<file path="src/rtl/avst_frame_writer.sv">
// rtl/avst_frame_writer.sv - Avalon-ST RGB pixel sink writing packed pixels into the frame buffer.
// Optional luma output when FRAME_WRITER_GRAY_EN is defined.
module avst_frame_writer #(
    parameter int COLS   = 320,
    parameter int ROWS   = 240,
    parameter int ADDR_W = 17,
    parameter int DATA_W = 30
) (
    input  logic              clk,
    input  logic              reset,
    input  logic [DATA_W-1:0] sink_data,
    input  logic              sink_valid,
    output logic              sink_ready,
    input  logic              sink_startofpacket,
    input  logic              sink_endofpacket,
    input  logic              freeze,
    output logic [ADDR_W-1:0] wraddress,
    output logic [11:0]       wrdata,
    output logic              wren,
    output logic              frame_done,
    output logic              frame_err,
    output logic [7:0]        frame_count
);

    typedef enum logic [1:0] {S_IDLE, S_WRITE, S_DROP, S_FROZEN} state_t;

    localparam int NPIX = COLS * ROWS;
    // ptr is one bit wider than the address so it can hold "all pixels written"
    localparam logic [ADDR_W:0] PIX_LAST = (ADDR_W+1)'(NPIX - 1);
    localparam logic [ADDR_W:0] PIX_FULL = (ADDR_W+1)'(NPIX);
    localparam logic [ADDR_W:0] PTR_ONE  = (ADDR_W+1)'(1);
    localparam bit              ONE_PIX  = (NPIX == 1);

    state_t            state_q, state_d;
    logic [ADDR_W:0]   ptr_q, ptr_d;
    logic              ready_q, ready_d;
    logic              wren_q, wren_d;
    logic [ADDR_W-1:0] waddr_q, waddr_d;
    logic [11:0]       wdata_q, wdata_d;
    logic              done_q, done_d;
    logic              err_q, err_d;
    logic [7:0]        count_q, count_d;
    logic [11:0]       pix;
    logic              acc;

`ifdef FRAME_WRITER_GRAY_EN
    logic [17:0] y_sum;
    logic        unused_bits;
    assign y_sum = 18'd77  * {8'd0, sink_data[29:20]}
                 + 18'd150 * {8'd0, sink_data[19:10]}
                 + 18'd29  * {8'd0, sink_data[9:0]};
    // Y = y_sum >> 8, so Y[9:6] is y_sum[17:14]
    assign pix         = {3{y_sum[17:14]}};
    assign unused_bits = ^y_sum[13:0];
`else
    logic unused_bits;
    assign pix         = {sink_data[29:26], sink_data[19:16], sink_data[9:6]};
    assign unused_bits = ^{sink_data[25:20], sink_data[15:10], sink_data[5:0]};
`endif

    assign acc = sink_valid & ready_q;

    always_comb begin
        state_d = state_q;
        ptr_d   = ptr_q;
        wren_d  = 1'b0;
        waddr_d = waddr_q;
        wdata_d = wdata_q;
        done_d  = 1'b0;
        err_d   = 1'b0;
        count_d = count_q;
        case (state_q)
            S_IDLE, S_DROP: begin
                if (acc) begin
                    if (sink_startofpacket) begin
                        wren_d  = 1'b1;
                        waddr_d = '0;
                        wdata_d = pix;
                        if (sink_endofpacket) begin
                            ptr_d = '0;
                            if (ONE_PIX) begin
                                done_d  = 1'b1;
                                count_d = count_q + 8'd1;
                                state_d = freeze ? S_FROZEN : S_IDLE;
                            end else begin
                                err_d   = 1'b1;
                                state_d = S_IDLE;
                            end
                        end else begin
                            ptr_d   = PTR_ONE;
                            state_d = S_WRITE;
                        end
                    end else if (state_q == S_DROP && sink_endofpacket) begin
                        state_d = S_IDLE;
                    end
                end
            end
            S_WRITE: begin
                if (acc) begin
                    if (sink_startofpacket) begin
                        // restart mid-frame: flag the abandoned frame, keep the new pixel
                        err_d   = 1'b1;
                        wren_d  = 1'b1;
                        waddr_d = '0;
                        wdata_d = pix;
                        if (sink_endofpacket) begin
                            ptr_d   = '0;
                            state_d = S_IDLE;
                        end else begin
                            ptr_d = PTR_ONE;
                        end
                    end else if (ptr_q == PIX_FULL) begin
                        err_d   = 1'b1;
                        ptr_d   = '0;
                        state_d = sink_endofpacket ? S_IDLE : S_DROP;
                    end else begin
                        wren_d  = 1'b1;
                        waddr_d = ptr_q[ADDR_W-1:0];
                        wdata_d = pix;
                        if (sink_endofpacket) begin
                            ptr_d = '0;
                            if (ptr_q == PIX_LAST) begin
                                done_d  = 1'b1;
                                count_d = count_q + 8'd1;
                                state_d = freeze ? S_FROZEN : S_IDLE;
                            end else begin
                                err_d   = 1'b1;
                                state_d = S_IDLE;
                            end
                        end else begin
                            ptr_d = ptr_q + PTR_ONE;
                        end
                    end
                end
            end
            S_FROZEN: begin
                if (!freeze) state_d = S_IDLE;
            end
            default: state_d = S_IDLE;
        endcase

        case (state_d)
            S_IDLE:         ready_d = ~freeze;
            S_WRITE, S_DROP: ready_d = 1'b1;
            default:        ready_d = 1'b0;
        endcase
    end

    always_ff @(posedge clk) begin
        if (reset) begin
            state_q <= S_IDLE;
            ptr_q   <= '0;
            ready_q <= 1'b0;
            wren_q  <= 1'b0;
            waddr_q <= '0;
            wdata_q <= '0;
            done_q  <= 1'b0;
            err_q   <= 1'b0;
            count_q <= '0;
        end else begin
            state_q <= state_d;
            ptr_q   <= ptr_d;
            ready_q <= ready_d;
            wren_q  <= wren_d;
            waddr_q <= waddr_d;
            wdata_q <= wdata_d;
            done_q  <= done_d;
            err_q   <= err_d;
            count_q <= count_d;
        end
    end

    assign sink_ready  = ready_q;
    assign wren        = wren_q;
    assign wraddress   = waddr_q;
    assign wrdata      = wdata_q;
    assign frame_done  = done_q;
    assign frame_err   = err_q;
    assign frame_count = count_q;

endmodule

</file>
<file path="config.mk">
export PLATFORM = sky130hd
export DESIGN_NAME = avst_frame_writer
export DESIGN_NICKNAME = d
export VERILOG_FILES = /design/src/rtl/avst_frame_writer.sv
export SDC_FILE = /design/constraint.sdc
export NUM_CORES = 1
export LEC_CHECK = 0
export ABC_AREA = 1
export BUFFER_PORTS_ARGS = -buffer_cell sky130_fd_sc_hd__buf_2
export CAP_MARGIN = 10
export CORE_UTILIZATION = 55
export CTS_CLUSTER_DIAMETER = 40
export DETAILED_ROUTE_END_ITERATION = 10
export MAX_ROUTING_LAYER = met4
export PLACE_DENSITY = 0.82
export SYNTH_ARGS = -nofsm -noshare
export SYNTH_HDL_FRONTEND = slang
export SYNTH_SLANG_ARGS = --single-unit
</file>
<file path="constraint.sdc">
create_clock -name clk -period 2.9 [get_ports clk]
set_input_delay 0 -clock clk [delete_from_list [all_inputs] [get_ports clk]]
set_output_delay 0 -clock clk [all_outputs]
set_load 0.05 [all_outputs]
</file>
==> run_results.csv, run 1 <==
group,metric,value,unit
layout,fill_cells,422,
global_routing,grt_overflow,0,
global_routing,antenna_found_initial,0,
logic_synthesis,synth-compound-area-share,0.1175,
clock_tree,cts_tree,"done",
power_and_ir_drop,p_int,1.282,mW
timing,rsz0062_at_grt,"false",
setup_path,start_kind,"flip-flop",
timing,clock.fmax,438.3,MHz
floorplan,core-area,5172,um^2
floorplan,die-area,5757,um^2
floorplan,ios,77,
floorplan,rows,26,
drt,vias,3008,
logic_synthesis,syn_area_per_cell,6.884,um^2
global_routing,grt_pass1_vias,2564,
timing,finalSetupTns,0,ns
logic_synthesis,synthSimpleGateAreaFrac,0.3489,
clock_tree,post_cts_buffers,0,
layout,num_antenna_cells,0,
place,dpl.cell_count,552,
clock_tree,numCtsBuffers,9,
place,port_buffers,58,
timing,finalSetupViolCount,0,
timing,slew_viol_final,0,
logic_synthesis,syn_inst,436,
layout,utilization,0.7025,
timing,tightestPinTransition,0.6244,ns
timing,hold_viol,0,
logic_synthesis,synthXorXnorAreaFrac,0.02918,
global_routing,grt_max_degree,35,
power_and_ir_drop,p_per_area,477.4,nW/um^2
layout,fin_nets,546,
setup_path,end_kind,"flip-flop",
clock_tree,htree_num_levels,3,
drt,dr.pass1.iters,6,
global_routing,grt_pass1_wl,11380,um
place,pre_cts_slack,0.6626,ns
clock_tree,cts-hold-fix-buffers,12,
layout,drive_above_1_share,0.2020,
clock_tree,ctsResizeCount,0,
power_and_ir_drop,pwr-share-seq,0.490,
power_and_ir_drop,p_leak,1.537,nW
floorplan,die_height,75.88,um
drt,drtIter0Drc,205,
logic_synthesis,ys_types,28,
timing,finClkSkew,0.009101,ns
timing,worst_slack,0.6187,ns
timing,slew_headroom,0.5838,
logic_synthesis,ys_seq_elements,61,
setup_path,critical_path.max_fanout,6,
power_and_ir_drop,p_switching,452.1,uW
power_and_ir_drop,ir_worst_vdd,0.0002975,V
place,finalWeightedCongestion,0.9158,
logic_synthesis,syn_area,3002,um^2
timing,final.min_clock_period,2.281,ns
clock_tree,clk-insertion-delay-late,0.35,ns
layout,area_delta_synth_final,21.05,%
place,dp_hpwl,5069,um
job,cap_violations,0,
logic_synthesis,synthAdderAreaFrac,0.02084,
logic_synthesis,syn_nets,477,
floorplan,start_util,0.5803,
setup_path,crit_required,3.12,ns
logic_synthesis,synth_mux_area_frac,0,
clock_tree,cts_buffer_depth,2,
logic_synthesis,synth_top_family_by_area,"simple AND/OR/NAND/NOR gates",
clock_tree,clkSlewWorstSetupHoldPaths,0.08,ns
power_and_ir_drop,clockPowerShare,0.444,
timing,fin_crit_sh,0.7867,
floorplan,die_w,75.88,um
min_path,hold_path.class,"in2reg",
timing,timing.hold.ws,0.03244,ns
drt,postRouteAntennaNets,0,
logic_synthesis,synth_warnings,0,
setup_path,rrSetupSlack,0.62,ns
drt,avgRoutedWirePerCell,12.64,um
outcome,status,"complete, no violations",
power_and_ir_drop,swShare,0.2606,
drt,vias_per_cell,5.186,
logic_synthesis,yosysSeqAreaShare,0.4068,
setup_path,critical_path_arrival,2.50,ns
global_routing,track_usage,0.2753,
layout,final_cells,580,
setup_path,path_class,"reg2reg",
drt,drcViolationCount,0,
power_and_ir_drop,combinationalPowerShare,0.066,
clock_tree,clockRootBuffer,"clkbuf_8",
drt,routed_wl,7332,um
clock_tree,clock-sinks,61,
==> sequential cells by signal (all words and copies together) (netlist names) <==
signal	count
wraddress	17
frame_done	1
wrdata	12
sink_ready	1
ptr_q	18
state_q	2
frame_err	1
wren	1
frame_count	8
==> path summary, 6_finish.rpt <==
check             cells past startpoint              from            to
hold reg to reg                       2      wraddress[5]  wraddress[5]
setup / recovery                     15          ptr_q[0]    sink_ready
setup reg to reg                     15          ptr_q[0]    sink_ready
hold / removal                        4  sink_endofpacket      ptr_q[0]
==> metal layers <==
layer	track usage	vias to the layer above	share of wire
li1	-	1542	-
met1	0.3363	1351	0.47
met2	0.4435	105	0.47
met3	0.06085	10	0.057
met4	0.1029	0	0.011
met5	-	-	0
==> kinds of logic (layout without fill, tap and decap cells) <==
logic type,after synthesis,in the layout
buffers and inverters,55,129
adder cells (fa/ha/maj),5,5
XOR/XNOR,10,10
flip-flops,61,61
AO/OA/AOI/OAI,66,66
AND/OR/NAND/NOR,239,239
==> critical path, cell delays in order (launching register included) <==
cell	delay [ns]
dfxtp_1	0.43
ha_1	0.22
nand2_1	0.06
nor2_1	0.17
nand2_1	0.14
inv_1	0.14
nand2_1	0.07
nor2_1	0.08
nand2_1	0.08
nand2_1	0.06
nand2_1	0.06
nand2_1	0.11
inv_1	0.05
ha_1	0.29
a21oi_1	0.14
nor3_1	0.06
==> cell usage after synthesis (all sizes together) <==
library cell	count	area share
a21oi	37	0.062
a41oi	1	0.0029
nor3	10	0.023
xor2	6	0.018
clkbuf	5	0.0063
o211ai	2	0.0050
dfxtp	61	0.41
nand2	99	0.13
ha	5	0.021
inv	42	0.053
nand4	7	0.015
a31oi	2	0.0042
nor2	93	0.13
xnor2	4	0.012
buf	8	0.018
o21ai	24	0.044
nand3	30	0.056
==> power by group through the flow <==
stage                     Clock, mW  Combinational (mW)  Sequential (mW)
after detailed placement          0               0.101            0.869
final                         0.770               0.115            0.849
after global routing          0.820               0.126            0.850
after global placement            0              0.0994            0.868
after floorplan                   0              0.0449            0.896
after CTS                     0.778               0.113            0.849
==> area by class of cell <==
cell class	count	area [um^2]	share of cell area
inverters	42	157.7	0.04339
well taps	70	87.58	0.02410
repair buffers	71	417.9	0.1150
flip-flops and latches	61	1221	0.3361
clock buffers	9	123.9	0.03409
clock inverters	7	75.07	0.02066
multi-input cells	320	1550	0.4267
==> cells in the final DEF (no fill, tap or decap), types with 4 or more instances in the layout <==
cell type	netlist	final
nand3_1	28	28
xor2_1	6	6
nor3_2	4	4
nor3_1	6	6
xnor2_1	4	4
ha_1	5	5
dfxtp_1	61	61
o21ai_0	23	23
inv_1	33	33
nor2_1	87	87
nand2_1	93	93
a21oi_1	37	37
inv_2	9	9
clkbuf_8	0	9
nand4_1	7	7
nand2_2	6	6
buf_2	4	58
dlygate4sd3_1	0	12
==> metrics by stage <==
| stage | power (mW) | area [um^2] |
|---|---|---|
| 3_3_place_gp | 0.9677 | 3314 |
| 4_1_cts | 1.741 | 3633 |
| 5_1_grt | 1.796 | 3633 |
| 2_1_floorplan | 0.9405 | 3002 |
| 6_report | 1.735 | 3633 |
| 3_5_place_dp | 0.9695 | 3314 |
No activity file was read; power rests on OpenSTA's default activity.
==> inputs of run 2 (changes only) <==
--- a/config.mk
+++ b/config.mk
@@ -8,11 +8,11 @@
 export ABC_AREA = 1
 export BUFFER_PORTS_ARGS = -buffer_cell sky130_fd_sc_hd__buf_2
 export CAP_MARGIN = 10
-export CORE_UTILIZATION = 55
+export CORE_UTILIZATION = 53
 export CTS_CLUSTER_DIAMETER = 40
 export DETAILED_ROUTE_END_ITERATION = 10
 export MAX_ROUTING_LAYER = met4
-export PLACE_DENSITY = 0.82
+export PLACE_DENSITY = 0.8
 export SYNTH_ARGS = -nofsm -noshare
 export SYNTH_HDL_FRONTEND = slang
 export SYNTH_SLANG_ARGS = --single-unit
==> constraint.sdc (replaced) <==
create_clock -name clk -period 2.27 [get_ports clk]
set_input_delay 0 -clock clk [delete_from_list [all_inputs] [get_ports clk]]
set_output_delay 0 -clock clk [all_outputs]
set_load 0.05 [all_outputs]
==> run_results.csv, run 2 (synthesis gave the netlist of run 1 again) <==
group,metric,value,unit
timing,finalSetupTns,0,ns
global_routing,grt_use_met1,0.3415,
layout,fin_nets,553,
floorplan,start_util,0.5485,
global_routing,grt_overflow,0,
power_and_ir_drop,p_leak,1.573,nW
setup_path,critical_path_arrival,2.28,ns
timing,tightestPinTransition,0.6357,ns
clock_tree,post_cts_buffers,0,
setup_path,ff2ff_path_depth,15,
global_routing,grt_max_degree,34,
clock_tree,clkSlewWorstSetupHoldPaths,0.07,ns
setup_path,rrSetupSlack,0.21,ns
power_and_ir_drop,ir_worst_vdd,0.0003678,V
setup_path,end_kind,"flip-flop",
place,finalWeightedCongestion,0.9311,
timing,final.min_clock_period,2.060,ns
drt,avgRoutedWirePerCell,12.79,um
layout,area_delta_synth_final,23.09,%
floorplan,die-area,5968,um^2
timing,worst_slack,0.2105,ns
setup_path,r2r-start,"ptr_q[1]",
setup_path,r2r_end,"sink_ready",
layout,drive_above_1_share,0.2205,
clock_tree,htree_num_levels,3,
layout,multi_input_area,1555,um^2
job,cap_violations,0,
global_routing,grt_pass1_vias,2784,
layout,num_antenna_cells,0,
place,port_buffers,58,
clock_tree,numCtsBuffers,9,
global_routing,grt.met2_usage,0.4248,
clock_tree,cts_buffer_depth,2,
layout,fill_cells,484,
layout,regArea,1224,um^2
drt,vias,3054,
clock_tree,clock-sinks,61,
global_routing,antenna_found_initial,0,
drt,vias_per_cell,5.185,
setup_path,critical_path.max_fanout,5,
floorplan,die_height,77.26,um
drt,postRouteAntennaNets,0,
timing,slew_viol_final,0,
min_path,hold_path.class,"in2reg",
clock_tree,clk-insertion-delay-late,0.34,ns
layout,postLayoutCellArea,3695,um^2
drt,drtIter0Drc,265,
drt,drcViolationCount,0,
floorplan,ios,77,
drt,dr.pass1.iters,4,
timing,hold_viol,0,
layout,largest_reg_flops,18,
power_and_ir_drop,p_per_area,597.0,nW/um^2
timing,timing.hold.ws,0.01970,ns
floorplan,rows,27,
layout,regMostFlops,"ptr_q",
timing,clock.fmax,485.5,MHz
outcome,status,"complete, no violations",
timing,slew_headroom,0.5757,
global_routing,grt.busiest_layer,"met2",
clock_tree,cts_tree,"done",
drt,routed_wl,7531,um
setup_path,start_kind,"flip-flop",
clock_tree,clockRootBuffer,"clkbuf_8",
place,dp_hpwl,5140,um
place,pre_cts_slack,0.1528,ns
floorplan,core-area,5473,um^2
floorplan,die_w,77.26,um
setup_path,startpoint,"ptr_q[1]",
layout,layout.cells.most_common,"nand2_1",
timing,fin_crit_sh,0.9073,
setup_path,path_class,"reg2reg",
global_routing,track_usage,0.2694,
layout,final_cell_mix,"nand2_1 (92), nor2_1 (86), dfxtp_1 (59)",
global_routing,grt_pass1_wl,12330,um
setup_path,crit_required,2.49,ns
timing,finClkSkew,0.009539,ns
setup_path,crit_end,"sink_ready",
global_routing,gr-usage-met3,0.04405,
timing,finalSetupViolCount,0,
place,place_area,3369,um^2
[run 2: cell types whose count changed in the layout (fill, tap and decap cells not counted), sizes merged]
cell | previous run | this run
buf | 59 | 66
clkinv | 5 | 4
clkinvlp | 0 | 1
[run 2: power breakdown]
group | internal [mW] | switching, mW | total (mW) | leakage (nW)
Clock | 0.510 | 0.461 | 0.971 | 0.0996
Sequential | 1.08 | 0.00539 | 1.09 | 0.493
Combinational | 0.0478 | 0.102 | 0.150 | 0.980
Total | 1.64 | 0.568 | 2.21 | 1.57
[run 2: per-layer routing]
metal / up-vias / wire [um]
met5: - / 0
met4: 0 / 105
li1: 1545 / -
met1: 1398 / 3525
met3: 9 / 422
met2: 102 / 3478
[run 2: worst max-delay path: stages, from the launching register on]
cell	delay (ns)
dfxtp_1	0.40
ha_1	0.21
nand2_1	0.08
nor2_2	0.13
nand2_2	0.10
inv_1	0.08
nand2_1	0.05
nor2_1	0.08
nand2_1	0.08
nand2_1	0.08
nand2_1	0.06
nand2_1	0.09
inv_1	0.05
ha_1	0.26
a21oi_1	0.12
nor3_1	0.06
[run 2: how the worst min path moves through the flow]
stage | from | to | slack (ns) | cells after the start
2_1_floorplan | sink_data[6] | wrdata[0] | 0.16 | 2
3_3_place_gp | sink_data[18] | wrdata[6] | 0.25 | 3
3_5_place_dp | sink_data[29] | wrdata[11] | 0.26 | 3
4_1_cts | sink_endofpacket | ptr_q[0] | 0.02 | 4
5_1_grt | sink_endofpacket | ptr_q[0] | 0.06 | 4
6_report | sink_endofpacket | ptr_q[0] | 0.02 | 4
[run 2: final cells by class]
type                       instances  share of cell area
clock buffer                       9             0.03353
clock inverter                     7             0.01998
inverter                          42             0.04267
multi-input combinational        320              0.4209
sequential                        61              0.3312
tap                               72             0.02438
timing repair buffer              78              0.1273
[run 2: what timing repair did]
item,in CTS,in global routing
hold endpoints to repair,12,0
hold buffers,12,0
setup endpoints to repair,0,1
gates resized for setup,0,4
[run 2: per-stage QoR]
stage,instances,util,power [mW]
CTS,589,0.6738,2.218
detailed placement,561,0.6157,1.240
global route,589,0.6751,2.274
finish,589,0.6751,2.206
global placement,561,0.6157,1.238
floorplan,436,-,1.202
==> inputs of run 3 (changes only) <==
--- a/config.mk
+++ b/config.mk
@@ -7,12 +7,14 @@
 export LEC_CHECK = 0
 export ABC_AREA = 1
 export BUFFER_PORTS_ARGS = -buffer_cell sky130_fd_sc_hd__buf_2
-export CAP_MARGIN = 10
+export CAP_MARGIN = 5
+export CORE_ASPECT_RATIO = 1.1
 export CORE_UTILIZATION = 53
 export CTS_CLUSTER_DIAMETER = 40
 export DETAILED_ROUTE_END_ITERATION = 10
 export MAX_ROUTING_LAYER = met4
 export PLACE_DENSITY = 0.8
+export SKIP_LAST_GASP = 1
 export SYNTH_ARGS = -nofsm -noshare
 export SYNTH_HDL_FRONTEND = slang
 export SYNTH_SLANG_ARGS = --single-unit
==> run_results.csv, run 3 (synthesis gave the netlist of run 1 again) <==
group,metric,value,unit
global_routing,grt.met2_usage,0.4220,
power_and_ir_drop,swShare,0.2388,
layout,multi_input_area,1553,um^2
floorplan,ios,77,
timing,finalSetupViolCount,0,
power_and_ir_drop,clockPowerShare,0.443,
global_routing,grt_use_met1,0.3091,
global_routing,grt_max_degree,34,
clock_tree,clockRootBuffer,"clkbuf_8",
place,port_buffers,58,
timing,finalSetupTns,0,ns
timing,rsz0062_at_grt,"false",
setup_path,r2r-start,"ptr_q[0]",
layout,regArea,1224,um^2
setup_path,rrSetupSlack,0.24,ns
timing,clock.fmax,492.7,MHz
floorplan,start_util,0.5528,
floorplan,core-area,5430,um^2
min_path,hp-start,"freeze",
timing,fin_crit_sh,0.8941,
global_routing,gr-usage-met3,0.05831,
outcome,status,"complete, no violations",
layout,fin_nets,551,
floorplan,rows,28,
clock_tree,clkSlewWorstSetupHoldPaths,0.07,ns
power_and_ir_drop,p_per_area,601.2,nW/um^2
floorplan,die_height,80.93,um
clock_tree,numCtsBuffers,9,
layout,largest_reg_flops,18,
setup_path,critical_path.max_fanout,6,
drt,dr.pass1.iters,5,
min_path,hold_path.class,"in2reg",
setup_path,r2r_end,"sink_ready",
drt,avgRoutedWirePerCell,12.41,um
place,pre_cts_slack,0.1404,ns
setup_path,start_kind,"flip-flop",
drt,drtIter0Drc,210,
floorplan,die-area,5969,um^2
clock_tree,htree_num_levels,3,
min_path,min_path_cells,4,
drt,postRouteAntennaNets,0,
power_and_ir_drop,combinationalPowerShare,0.066,
timing,worst_slack,0.2404,ns
timing,timing.hold.ws,0.01663,ns
global_routing,grt_overflow,0,
place,dpl.cell_count,562,
layout,layout.cells.most_common,"nand2_1",
place,finalWeightedCongestion,0.9293,
timing,final.min_clock_period,2.030,ns
power_and_ir_drop,ir_worst_vdd,0.0004797,V
drt,vias,3020,
layout,num_antenna_cells,0,
timing,slew_viol_final,0,
timing,slew_headroom,0.5919,
drt,vias_per_cell,5.127,
global_routing,grt_pass1_wl,11640,um
clock_tree,clock-sinks,61,
power_and_ir_drop,pwr-share-seq,0.491,
clock_tree,cts_buffer_depth,2,
layout,final_cells,589,
layout,area_delta_synth_final,22.68,%
setup_path,crit_required,2.49,ns
global_routing,track_usage,0.2616,
min_path,whs_endpoint,"sink_ready",
setup_path,ff2ff_path_depth,15,
setup_path,critical_path_arrival,2.24,ns
drt,routed_wl,7310,um
power_and_ir_drop,p_switching,528.5,uW
global_routing,grt_pass1_vias,2703,
setup_path,end_kind,"flip-flop",
layout,final_cell_mix,"nand2_1 (93), nor2_1 (86), dfxtp_1 (59)",
power_and_ir_drop,p_leak,1.562,nW
place,dp_hpwl,5090,um
setup_path,path_class,"reg2reg",
layout,regMostFlops,"ptr_q",
timing,tightestPinTransition,0.6115,ns
floorplan,die_w,73.76,um
timing,hold_viol,0,
drt,drcViolationCount,0,
job,cap_violations,0,
clock_tree,cts_tree,"done",
global_routing,grt.busiest_layer,"met2",
place,place_area,3358,um^2
layout,drive_above_1_share,0.2140,
layout,fill_cells,458,
timing,finClkSkew,0.007123,ns
clock_tree,clk-insertion-delay-late,0.34,ns
global_routing,antenna_found_initial,0,
layout,postLayoutCellArea,3682,um^2
power_and_ir_drop,p_int,1.685,mW
run 3: final cells by class:
class	count	area share
timing repair buffer	76	0.1237
clock inverter	4	0.01291
inverter	42	0.04281
tap	75	0.02548
multi-input combinational	320	0.4217
sequential	61	0.3323
clock buffer	11	0.04111
run 3: metrics by stage:
step / power, mW / utilization
detailed placement: 1.239 / 0.6184
global placement: 1.237 / 0.6184
CTS: 2.232 / 0.6772
floorplan: 1.202 / -
global route: 2.298 / 0.6781
finish: 2.214 / 0.6781
run 3: power groups by stage:
stage                     Combinational [mW]  Clock (mW)  Sequential, mW
final                                  0.147       0.981            1.09
after global routing                   0.161        1.05            1.09
after CTS                              0.145        1.00            1.09
after detailed placement               0.129           0            1.11
after global placement                 0.128           0            1.11
after floorplan                       0.0573           0            1.14
run 3: worst max-delay path by stage:
stage | startpoint | to | slack, ns
floorplan | ptr_q[0] | sink_ready | 0.35
global placement | ptr_q[0] | sink_ready | 0.19
detailed placement | ptr_q[0] | sink_ready | 0.14
CTS | ptr_q[0] | sink_ready | 0.13
global route | ptr_q[0] | sink_ready | 0.03
finish | ptr_q[0] | sink_ready | 0.24
run 3: routing by layer:
layer / vias up / share of wire
met5: - / 0
met4: 0 / 0.011
met3: 12 / 0.063
met2: 106 / 0.47
met1: 1353 / 0.45
li1: 1549 / -
run 3: timing repair:
| action | CTS | global route |
|---|---|---|
| resized for setup | 0 | 3 |
| hold buffers | 12 | 0 |
| buffers inserted | 0 | 0 |
| endpoints found under the hold margin | 12 | 0 |
| setup endpoints to repair | 0 | 1 |
run 3: critical path, stage by stage, from the launching register on:
cell and delay, ns:
dfxtp_2 0.38, ha_1 0.19, nand2_1 0.07, nor2_2 0.11
nand2_1 0.12, inv_1 0.13, nand2_1 0.07, nor2_1 0.08
nand2_1 0.07, nand2_1 0.05, nand2_1 0.06, nand2_1 0.09
inv_1 0.05, ha_1 0.28, a21oi_1 0.11, nor3_1 0.05
